--- config.mk ---
export PLATFORM = sky130hd
export DESIGN_NAME = fetch_unit
export DESIGN_NICKNAME = d
export VERILOG_FILES = /design/src/rtl/cpu_pkg.sv /design/src/rtl/fetch_fifo.sv /design/src/rtl/fetch_unit.sv
export SDC_FILE = /design/constraint.sdc
export NUM_CORES = 1
export LEC_CHECK = 0
export CORE_MARGIN = 4
export CORE_UTILIZATION = 30
export CTS_CLUSTER_SIZE = 40
export DETAILED_ROUTE_END_ITERATION = 6
export PLACE_DENSITY = 0.51
export RECOVER_POWER = 50
export SLEW_MARGIN = 20
export SYNTH_ARGS = -nofsm -noshare
export SYNTH_HDL_FRONTEND = slang
export SYNTH_SLANG_ARGS = --single-unit
--- constraint.sdc ---
create_clock -name clk -period 6.84 [get_ports clk]
set_input_delay 1.368 -clock clk [delete_from_list [all_inputs] [get_ports clk]]
set_output_delay 1.368 -clock clk [all_outputs]
set_load 0.01 [all_outputs]
--- src/rtl/cpu_pkg.sv ---
`default_nettype none
// ============================================================================
// Module      : cpu_pkg
// Description : Shared CPU constants and fetch FSM state encoding.
// Revision    : 1.0 - initial release
// ============================================================================
package cpu_pkg;

    localparam int          XLEN     = 32;
    localparam logic [31:0] RESET_PC = 32'h0000_0000;
    localparam logic [31:0] INST_NOP = 32'h0000_0013;

    typedef enum logic [1:0] {
        ST_BOOT  = 2'd0,
        ST_FETCH = 2'd1,
        ST_HOLD  = 2'd2
    } fetch_state_e;

    function automatic logic [XLEN-1:0] align_pc(input logic [XLEN-1:0] pc);
        return {pc[XLEN-1:2], 2'b00};
    endfunction

endpackage
`default_nettype wire

--- src/rtl/fetch_fifo.sv ---
`default_nettype none
// ============================================================================
// Module      : fetch_fifo
// Description : Synchronous circular-buffer FIFO with flush and occupancy.
// Revision    : 1.0 - initial release
// ============================================================================
module fetch_fifo #(
    parameter int WIDTH = 64,
    parameter int DEPTH = 2,
    parameter int PTR_W = $clog2(DEPTH),
    parameter int CNT_W = $clog2(DEPTH) + 1
) (
    input  logic             clk,
    input  logic             reset,
    input  logic             push,
    input  logic [WIDTH-1:0] push_data,
    input  logic             pop,
    input  logic             flush,
    output logic             full,
    output logic             empty,
    output logic [CNT_W-1:0] count,
    output logic [WIDTH-1:0] head_data
);
    import cpu_pkg::*;

    localparam logic [PTR_W-1:0] PTR_ONE  = PTR_W'(1);
    localparam logic [CNT_W-1:0] CNT_ONE  = CNT_W'(1);
    localparam logic [CNT_W-1:0] CNT_FULL = CNT_W'(DEPTH);

    logic [WIDTH-1:0] mem_q [DEPTH];
    logic [WIDTH-1:0] mem_d [DEPTH];
    logic [PTR_W-1:0] rd_ptr_q, rd_ptr_d;
    logic [PTR_W-1:0] wr_ptr_q, wr_ptr_d;
    logic [CNT_W-1:0] count_q, count_d;
    logic             w_do_push;
    logic             w_do_pop;

    assign full      = (count_q == CNT_FULL);
    assign empty     = (count_q == '0);
    assign count     = count_q;
    assign head_data = empty ? '0 : mem_q[rd_ptr_q];

    // A push into a full buffer is only legal when the head leaves in the same cycle.
    assign w_do_pop  = pop && !empty;
    assign w_do_push = push && (!full || w_do_pop);

    always_comb begin
        mem_d    = mem_q;
        rd_ptr_d = rd_ptr_q;
        wr_ptr_d = wr_ptr_q;
        count_d  = count_q;
        if (flush) begin
            rd_ptr_d = '0;
            wr_ptr_d = '0;
            count_d  = '0;
        end else begin
            if (w_do_push) begin
                mem_d[wr_ptr_q] = push_data;
                wr_ptr_d        = wr_ptr_q + PTR_ONE;
            end
            if (w_do_pop) begin
                rd_ptr_d = rd_ptr_q + PTR_ONE;
            end
            unique case ({w_do_push, w_do_pop})
                2'b10:   count_d = count_q + CNT_ONE;
                2'b01:   count_d = count_q - CNT_ONE;
                default: count_d = count_q;
            endcase
        end
    end

    always_ff @(posedge clk) begin
        if (reset) begin
            rd_ptr_q <= '0;
            wr_ptr_q <= '0;
            count_q  <= '0;
        end else begin
            rd_ptr_q <= rd_ptr_d;
            wr_ptr_q <= wr_ptr_d;
            count_q  <= count_d;
        end
    end

    // Storage needs no reset: entries are only visible while counted as occupied.
    always_ff @(posedge clk) begin
        mem_q <= mem_d;
    end

endmodule
`default_nettype wire

--- src/rtl/fetch_unit.sv ---
`default_nettype none
// ============================================================================
// Module      : fetch_unit
// Description : Instruction fetch stage: PC, imem requests, prefetch FIFO,
//               redirect flush. Optional counters under FETCH_PERF_EN.
// Revision    : 1.0 - initial release
// ============================================================================
module fetch_unit #(
    parameter int              XLEN      = cpu_pkg::XLEN,
    parameter logic [XLEN-1:0] RESET_PC  = cpu_pkg::RESET_PC,
    parameter int              BUF_DEPTH = 2
) (
    input  logic            clk,
    input  logic            reset,
    output logic            imem_req,
    output logic [XLEN-1:0] imem_addr,
    input  logic [XLEN-1:0] imem_rdata,
    output logic            inst_valid,
    output logic [XLEN-1:0] inst,
    output logic [XLEN-1:0] inst_pc,
    input  logic            inst_ready,
    input  logic            redirect_valid,
    input  logic [XLEN-1:0] redirect_pc
`ifdef FETCH_PERF_EN
    ,
    output logic [31:0]     perf_fetched,
    output logic [31:0]     perf_stall
`endif
);
    import cpu_pkg::*;

    localparam int              CNT_W    = $clog2(BUF_DEPTH) + 1;
    localparam int              USE_W    = CNT_W + 1;
    localparam logic [XLEN-1:0] PC_STEP  = XLEN'(4);
    localparam logic [USE_W-1:0] CREDITS = USE_W'(BUF_DEPTH);

    fetch_state_e    state_q, state_d;
    logic [XLEN-1:0] fetch_pc_q, fetch_pc_d;
    logic            epoch_q, epoch_d;
    logic            infl_vld_q, infl_vld_d;
    logic [XLEN-1:0] infl_pc_q, infl_pc_d;
    logic            infl_epoch_q, infl_epoch_d;

    logic               w_fifo_full;
    logic               w_fifo_empty;
    logic [CNT_W-1:0]   w_fifo_count;
    logic [2*XLEN-1:0]  w_head;
    logic               w_pop;
    logic               w_push;
    logic               w_resp_ok;
    logic [USE_W-1:0]   w_used;
    logic               w_req;

    assign w_pop     = !w_fifo_empty && inst_ready && !redirect_valid;
    assign w_resp_ok = infl_vld_q && (infl_epoch_q == epoch_q);
    assign w_push    = w_resp_ok && !redirect_valid && (!w_fifo_full || w_pop);

    // Credits count the slot freed by a same-cycle pop, so streaming never bubbles.
    assign w_used = USE_W'(w_fifo_count) + USE_W'(infl_vld_q) - USE_W'(w_pop);
    assign w_req  = (state_q != ST_BOOT) && !redirect_valid && (w_used < CREDITS);

    always_comb begin
        state_d      = state_q;
        fetch_pc_d   = fetch_pc_q;
        epoch_d      = epoch_q;
        infl_vld_d   = w_req;
        infl_pc_d    = infl_pc_q;
        infl_epoch_d = infl_epoch_q;
        if (redirect_valid) begin
            fetch_pc_d = align_pc(redirect_pc);
            epoch_d    = ~epoch_q;
            state_d    = ST_FETCH;
        end else begin
            if (w_req) begin
                fetch_pc_d   = fetch_pc_q + PC_STEP;
                infl_pc_d    = fetch_pc_q;
                infl_epoch_d = epoch_q;
            end
            unique case (state_q)
                ST_BOOT:  state_d = ST_FETCH;
                ST_FETCH: state_d = w_req ? ST_FETCH : ST_HOLD;
                ST_HOLD:  state_d = w_pop ? ST_FETCH : ST_HOLD;
                default:  state_d = ST_BOOT;
            endcase
        end
    end

    always_ff @(posedge clk) begin
        if (reset) begin
            state_q      <= ST_BOOT;
            fetch_pc_q   <= RESET_PC;
            epoch_q      <= 1'b0;
            infl_vld_q   <= 1'b0;
            infl_pc_q    <= '0;
            infl_epoch_q <= 1'b0;
        end else begin
            state_q      <= state_d;
            fetch_pc_q   <= fetch_pc_d;
            epoch_q      <= epoch_d;
            infl_vld_q   <= infl_vld_d;
            infl_pc_q    <= infl_pc_d;
            infl_epoch_q <= infl_epoch_d;
        end
    end

    fetch_fifo #(
        .WIDTH (2 * XLEN),
        .DEPTH (BUF_DEPTH)
    ) u_fifo (
        .clk       (clk),
        .reset     (reset),
        .push      (w_push),
        .push_data ({imem_rdata, infl_pc_q}),
        .pop       (w_pop),
        .flush     (redirect_valid),
        .full      (w_fifo_full),
        .empty     (w_fifo_empty),
        .count     (w_fifo_count),
        .head_data (w_head)
    );

    assign imem_req   = w_req;
    assign imem_addr  = fetch_pc_q;
    assign inst_valid = !w_fifo_empty;
    assign inst       = w_head[2*XLEN-1:XLEN];
    assign inst_pc    = w_head[XLEN-1:0];

`ifdef FETCH_PERF_EN
    logic [31:0] perf_fetched_q, perf_fetched_d;
    logic [31:0] perf_stall_q, perf_stall_d;
    logic        w_stall;

    assign w_stall = (state_q == ST_HOLD) || (w_fifo_empty && (state_q != ST_BOOT));

    always_comb begin
        perf_fetched_d = perf_fetched_q;
        perf_stall_d   = perf_stall_q;
        if (w_pop && (perf_fetched_q != '1)) begin
            perf_fetched_d = perf_fetched_q + 32'd1;
        end
        if (w_stall && (perf_stall_q != '1)) begin
            perf_stall_d = perf_stall_q + 32'd1;
        end
    end

    always_ff @(posedge clk) begin
        if (reset) begin
            perf_fetched_q <= '0;
            perf_stall_q   <= '0;
        end else begin
            perf_fetched_q <= perf_fetched_d;
            perf_stall_q   <= perf_stall_d;
        end
    end

    assign perf_fetched = perf_fetched_q;
    assign perf_stall   = perf_stall_q;
`else
    // Counters absent in this build.
`endif

endmodule
`default_nettype wire
# Word level (Yosys, flattened, before mapping)
# Cells that the tools add are included.
# totals
reg_bits	201
input_bits	68
elab_cells	71
# op_classes
n_addsub	7
magnitude_cmp	4
eq_ne	6
muxes	14
bitwise	4
n_reduce_logical	23
# ops
op	n
$mux W64	5
$bwmux W128	1
$demux W64 S1	1
$mux W32	2
$add A32 B3 Y32 const B	1
$logic_and A1 B1 Y1	10
$eq A2 B2 Y1 const B	3
$pmux W2 S3	1
$reduce_bool A2 Y1	3
$eq A2 B1 Y1 const B	2
$ge A2 B2 Y1 const B	2
$logic_not A2 Y1	2
$mux W2	2
$not A1 Y2	2
$pmux W2 S2	1
$reduce_and A2 Y1	2
$add A2 B1 Y3	1
$logic_not A1 Y1	3
$lt A3 B2 Y1 const B	1
$sub A3 B1 Y3	1
$add A1 B1 Y1 const B	2
$add A2 B1 Y2 const B	1
$logic_or A1 B1 Y1	2
$lt A2 B1 Y1 const B	1
other kinds (5)	6

# Logic depth before layout (Yosys ltp)
# depth
depth_word	10
mapped_depth	15

# Cells and area by module
# Synthesis repeated with hierarchy kept, for this count alone.
# hier_totals
cells_unflattened	698
area_unflattened_um2	8129.0
# by_module_without_submodules
module	instances	cells_per_inst	area_per_inst_um2	seq_area_each_um2
fetch_fifo	1	297	5072.4	3923.8
fetch_unit	1	401	3056.7	1301.2

# Worst setup path before layout
# Ideal clock, no wire load.
# synth_timing
path_kind	input to output
start	input redirect_valid
end	output imem_req
arrival_ps	3684
t_required_ps	5472
setup_slack_ps	1788
path_stages	11
cell_sequence	clkbuf_1 clkbuf_1 nor3_1 o21ai_0 fa_1 xor2_1 or4b_1 buf_2 clkinv_2 buf_8 buf_2
# synth_via
elab_chain_cells	5
word_cells_on_any_way	6
# synth_lines
element	line_no	rtl
from (decl)	fetch_unit.sv:22	input logic redirect_valid,
$logic_not A1 Y1 *	fetch_unit.sv:54, fetch_unit.sv:60	
$logic_and A1 B1 Y1	fetch_unit.sv:54	assign w_pop = !w_fifo_empty && inst_ready && !redirect_valid;
$sub A3 B1 Y3	fetch_unit.sv:59	assign w_used = USE_W'(w_fifo_count) + USE_W'(infl_vld_q) - USE_W'(w_pop);
$lt A3 B2 Y1	fetch_unit.sv:60	assign w_req = (state_q != ST_BOOT) && !redirect_valid && (w_used < CREDITS);
$logic_and A1 B1 Y1 *	fetch_unit.sv:60	
to (decl)	fetch_unit.sv:15	output logic imem_req,
# Every way passes the cells marked *; elsewhere a longest branch is shown, timed or not.

# Worst setup path in the final report
# layout_timing
start	input inst_ready
end	output imem_req
# layout_via
elab_chain_cells	5
# layout_lines
element	line_no	rtl
from (decl)	fetch_unit.sv:21	input logic inst_ready,
$logic_and A1 B1 Y1 (2 in series)	fetch_unit.sv:54	
$sub A3 B1 Y3	fetch_unit.sv:59	
$lt A3 B2 Y1	fetch_unit.sv:60	
$logic_and A1 B1 Y1	fetch_unit.sv:60	
# No other way between the ends.

==> qor.log <==
INFO  worst_setup_path crit_path_end_kind=output port
INFO  cells_and_area register_area=5110um2
INFO  placed_design  gpl.final_weighted_congestion=0.773
INFO  floorplan      initial_core_util=30.5%
INFO  cells_and_area finish.net_count=912
INFO  timing         period_needed=5.70ns
INFO  floorplan      die_y=171um
INFO  power          cell_pwr_density=232nW/um2
INFO  clock_network  clock-root-buffer=clkbuf_16
INFO  grt            pin_count_of_the_biggest_net_entering_global_routing=72
INFO  hold_path      timing.hold.worst.start=infl_pc_q[27]$_SDFFE_PP0P_
INFO  synth          ys_ff_latch=193
INFO  route          viasPerCell=4.75
INFO  cells_and_area filler_cell_count=2,561
INFO  timing         timing.fmax=175MHz
INFO  hold_path      worstHoldEndpoint=u_fifo.mem_q[27]$_DFFE_PP_
INFO  worst_setup_path timing.critical_path.arrival=4.33ns
INFO  clock_network  clock_insertion_delay_worst_skew=0.43ns
INFO  timing         clock-skew-final=0.0125ns
INFO  route          total_drc_errors_in_the_routed_layout=0
INFO  synth          synth_sequential_area_ratio=64.1%
INFO  worst_setup_path critical-path-top-delay-family=buffers and inverters
INFO  worst_setup_path timing.critical_path.required=5.47ns
INFO  floorplan      top_level_ports=166
INFO  clock_network  clock_tree.buffer_depth=2
INFO  synth          synthXorXnorAreaFrac=1.10%
INFO  worst_setup_path timing.rr.start=u_fifo.count[1]$_SDFFE_PP0P_
INFO  floorplan      dieArea=29,200um2
INFO  synth          asyncSetResetFlopFracSynth=0%
INFO  grt            grt_pass1_vias=5,549
INFO  synth          dominant_combinational_cell_family_by_area_after_synthesis=simple AND/OR/NAND/NOR gates
INFO  timing         final_critical_path_setup_slack=1.14ns
INFO  worst_setup_path ordered_list_of_cells_on_the_worst_path=clkdlybuf4s50_1, o21ai_0, nor3_1, o21ai_0, fa_1, xor2_1, or4b_2, clkinv_2, clkdlybuf4s50_1
INFO  outcome        run_status=complete, but fails checks
INFO  worst_setup_path timing.setup.critical_path_class=in2out
INFO  synth          yosys.cell_types.count=47
INFO  synth          postSynth.topFlopCell=edfxtp_1
INFO  clock_network  cts_tree=yes
INFO  timing         rsz0062_at_grt=false
INFO  placed_design  numPortBuffers=159
INFO  synth          synth-compound-area-share=8.15%
INFO  route          detailedRoute.firstIterationViolations=301
INFO  cells_and_area antenna_cells=0
INFO  cells_and_area area.growth.synth_to_final=31.1%
INFO  clock_network  h-tree-depth=4
INFO  grt            initial_antenna_violation_count=0
INFO  synth          synthesis.yosys.warnings=0
INFO  route          route.vias.total=5,646
INFO  grt            grt_first_pass_wirelength=30,400um
INFO  cells_and_area post_route_cells_drive_above_1_share=5.74%
INFO  timing         min_period_over_period=83.3%
INFO  route          wl_per_cell=16.5um
INFO  timing         finalMaxSlewViolations=101
INFO  grt            global_route.overflow_total=0
INFO  grt            grt_use_total=13.3%
INFO  worst_setup_path critical_path_buf_inv_count=3
INFO  synth          post_synth_and_or_nand_nor_area_fraction=14.8%
INFO  timing         final.hold.worst_slack=0.452ns
INFO  floorplan      design.core.area=26,100um2
INFO  synth          number_of_instances_in_the_synthesized_netlist=698
INFO  run            maxCapViolations=3
INFO  timing         setup_viol=0
INFO  synth          synth.avg_cell_area=11.4um2
INFO  clock_network  tritoncts_num_sinks=193
INFO  power          design_power_total=0.00242W
INFO  worst_setup_path critical_path.max_fanout=4
INFO  worst_setup_path crit_path_max_incr_delay=0.66ns
INFO  route          ant_nets=0
INFO  route          first_pass_iters=4
INFO  power          static-leakage-power=3.41nW
INFO  outcome        failed_checks=capacitance limit, slew limit
INFO  clock_network  post_cts_hold_buffer_count=0
INFO  clock_network  post_cts_resized=0
INFO  synth          post_synth_fa_ha_maj_area_fraction=0.565%
INFO  floorplan      std_cell_rows=59
INFO  synth          synth_enable_flop_cells=124
INFO  clock_network  clkTransAtPathRegs=0.07ns
INFO  hold_path      worst_hold_path_type=reg2reg
INFO  synth          yosys-mux-area-fraction=8.07%
INFO  timing         worst_pin_slew=2.46ns
INFO  timing         fin_tns_setup=0ns
INFO  power          vdd_ir_drop_max=0.104mV
INFO  placed_design  place.detailed.hpwl=12,900um
INFO  worst_setup_path worst_r2r_endpoint=imem_addr[2]$_SDFFE_PP0P_
INFO  timing         timing_hold_violations_final=0
INFO  route          totalWireLength=19,600um
INFO  worst_setup_path worst_r2r_path_depth=11
INFO  worst_setup_path cpMaxStageDelayCell=or4b_2
INFO  worst_setup_path r2r_setup_slack=2.95ns
INFO  worst_setup_path startpoint_type=primary input
INFO  cells_and_area multi_input_comb_area=2630um2
INFO  clock_network  numCtsBuffers=17
INFO  synth          syn_area=7970um2
INFO  timing         slew_headroom=-64.8%
INFO  hold_path      min_delay_path_depth=0
INFO  placed_design  worst_setup_slack_post_dpl=1.12ns
INFO  floorplan      die-width=171um
INFO  clock_network  post-cts-setup-buffer-count=0
[worst max-delay path by stage]
| stage | start | end | slack (ns) | depth (start not counted) |
|---|---|---|---|---|
| 4_1_cts | inst_ready | imem_req | 1.11 | 9 |
| 3_3_place_gp | inst_ready | imem_req | 1.11 | 9 |
| 5_1_grt | redirect_valid | u_fifo.mem_q[56]$_DFFE_PP_ | 0.73 | 5 |
| 3_5_place_dp | inst_ready | imem_req | 1.12 | 9 |
| 6_report | inst_ready | imem_req | 1.14 | 9 |
| 2_1_floorplan | redirect_valid | imem_req | 1.79 | 11 |
[final cells by class]
class	instances	share of cell area [%]
Timing Repair Buffer	168	15.9
Tap cell	335	4.01
Multi-Input combinational cell	451	25.2
Inverter	10	0.371
Sequential cell	193	48.9
Clock buffer	17	4.07
Clock inverter	15	1.57
[report_power, final]
part	internal, W	switching, W	total (W)
clock	0.000490	0.000484	0.000974
combinational	0.0000752	0.0000815	0.000157
sequential	0.00126	0.0000282	0.00129
total	0.00183	0.000593	0.00242
[logic make-up (layout without fill, tap and decap cells)]
group / Yosys count / after routing
muxes: 64 / 64
DFF: 193 / 193
buffers and inverters: 57 / 210
other: 1 / 4
AOI/OAI and AO/OA: 113 / 113
and+or+nand+nor: 257 / 257
xor gates and xnor gates: 10 / 10
adders and majority gates: 3 / 3
[sequential cells by signal, summed over array words and instances, names as in the netlist]
| signal | count |
|---|---|
| epoch_q | 1 |
| imem_addr | 30 |
| infl_epoch_q | 1 |
| infl_pc_q | 30 |
| infl_vld_q | 1 |
| state_q | 2 |
| u_fifo.count | 2 |
| u_fifo.mem_q | 124 |
| u_fifo.rd_ptr_q | 1 |
| u_fifo.wr_ptr_q | 1 |
[worst reg2reg max path: cells and delay by family, from the launching register on]
kind	cells	cell delay (ns)
AND/OR/NAND/NOR	4	1.34
AO/OA/AOI/OAI	3	0.83
buffers and inverters	2	0.54
flip-flops	1	0.52
adder cells (fa/ha/maj)	1	0.39
XOR/XNOR	1	0.14
[cells in the mapped netlist (4+ instances only)]
library cell	count	area share (%)
and2_1	4	0.31
nand4_1	13	1.0
nand2_1	89	4.2
nand3_1	8	0.50
nand3b_1	6	0.57
a32oi_1	5	0.55
clkbuf_1	30	1.4
nor4_1	5	0.39
mux2i_1	62	7.8
edfxtp_1	124	47
xor2_1	5	0.55
a31oi_1	14	1.1
nor2_1	92	4.3
inv_1	9	0.42
buf_1	7	0.33
nor2b_1	4	0.31
buf_4	6	0.57
and3_1	6	0.47
dfxtp_1	69	17
nor3_1	11	0.69
or3_1	8	0.63
o21ai_0	22	1.4
a21oi_1	56	3.5
xnor2_1	5	0.55
[through the flow]
stage / cell area, um2 / instances / util [%]
floorplan: 7980 / 701 / -
global placement: 9850 / 1156 / 37.7
detailed placement: 9880 / 1157 / 37.8
CTS: 10500 / 1189 / 40.0
global route: 10400 / 1189 / 40.0
finish: 10400 / 1189 / 40.0
[per-layer routing]
| metal | vias up | wire length [um] | global-route usage (%) |
|---|---|---|---|
| li1 | 2800 | - | - |
| met1 | 2669 | 9560 | 19.2 |
| met2 | 159 | 8570 | 19.8 |
| met3 | 18 | 1280 | 3.58 |
| met4 | 0 | 231 | 3.72 |
| met5 | - | 0 | 0 |
[cell usage in the layout (no fill, tap or decap), drive strengths merged, types with 19 or more instances in the layout]
master           n
edfxtp         124
clkdlybuf4s50   95
nor2            92
nand2           89
dfxtp           69
mux2i           62
dlygate4sd3     62
a21oi           56
o21ai           22
clkbuf          19
Power figures use the tool's default switching activity.
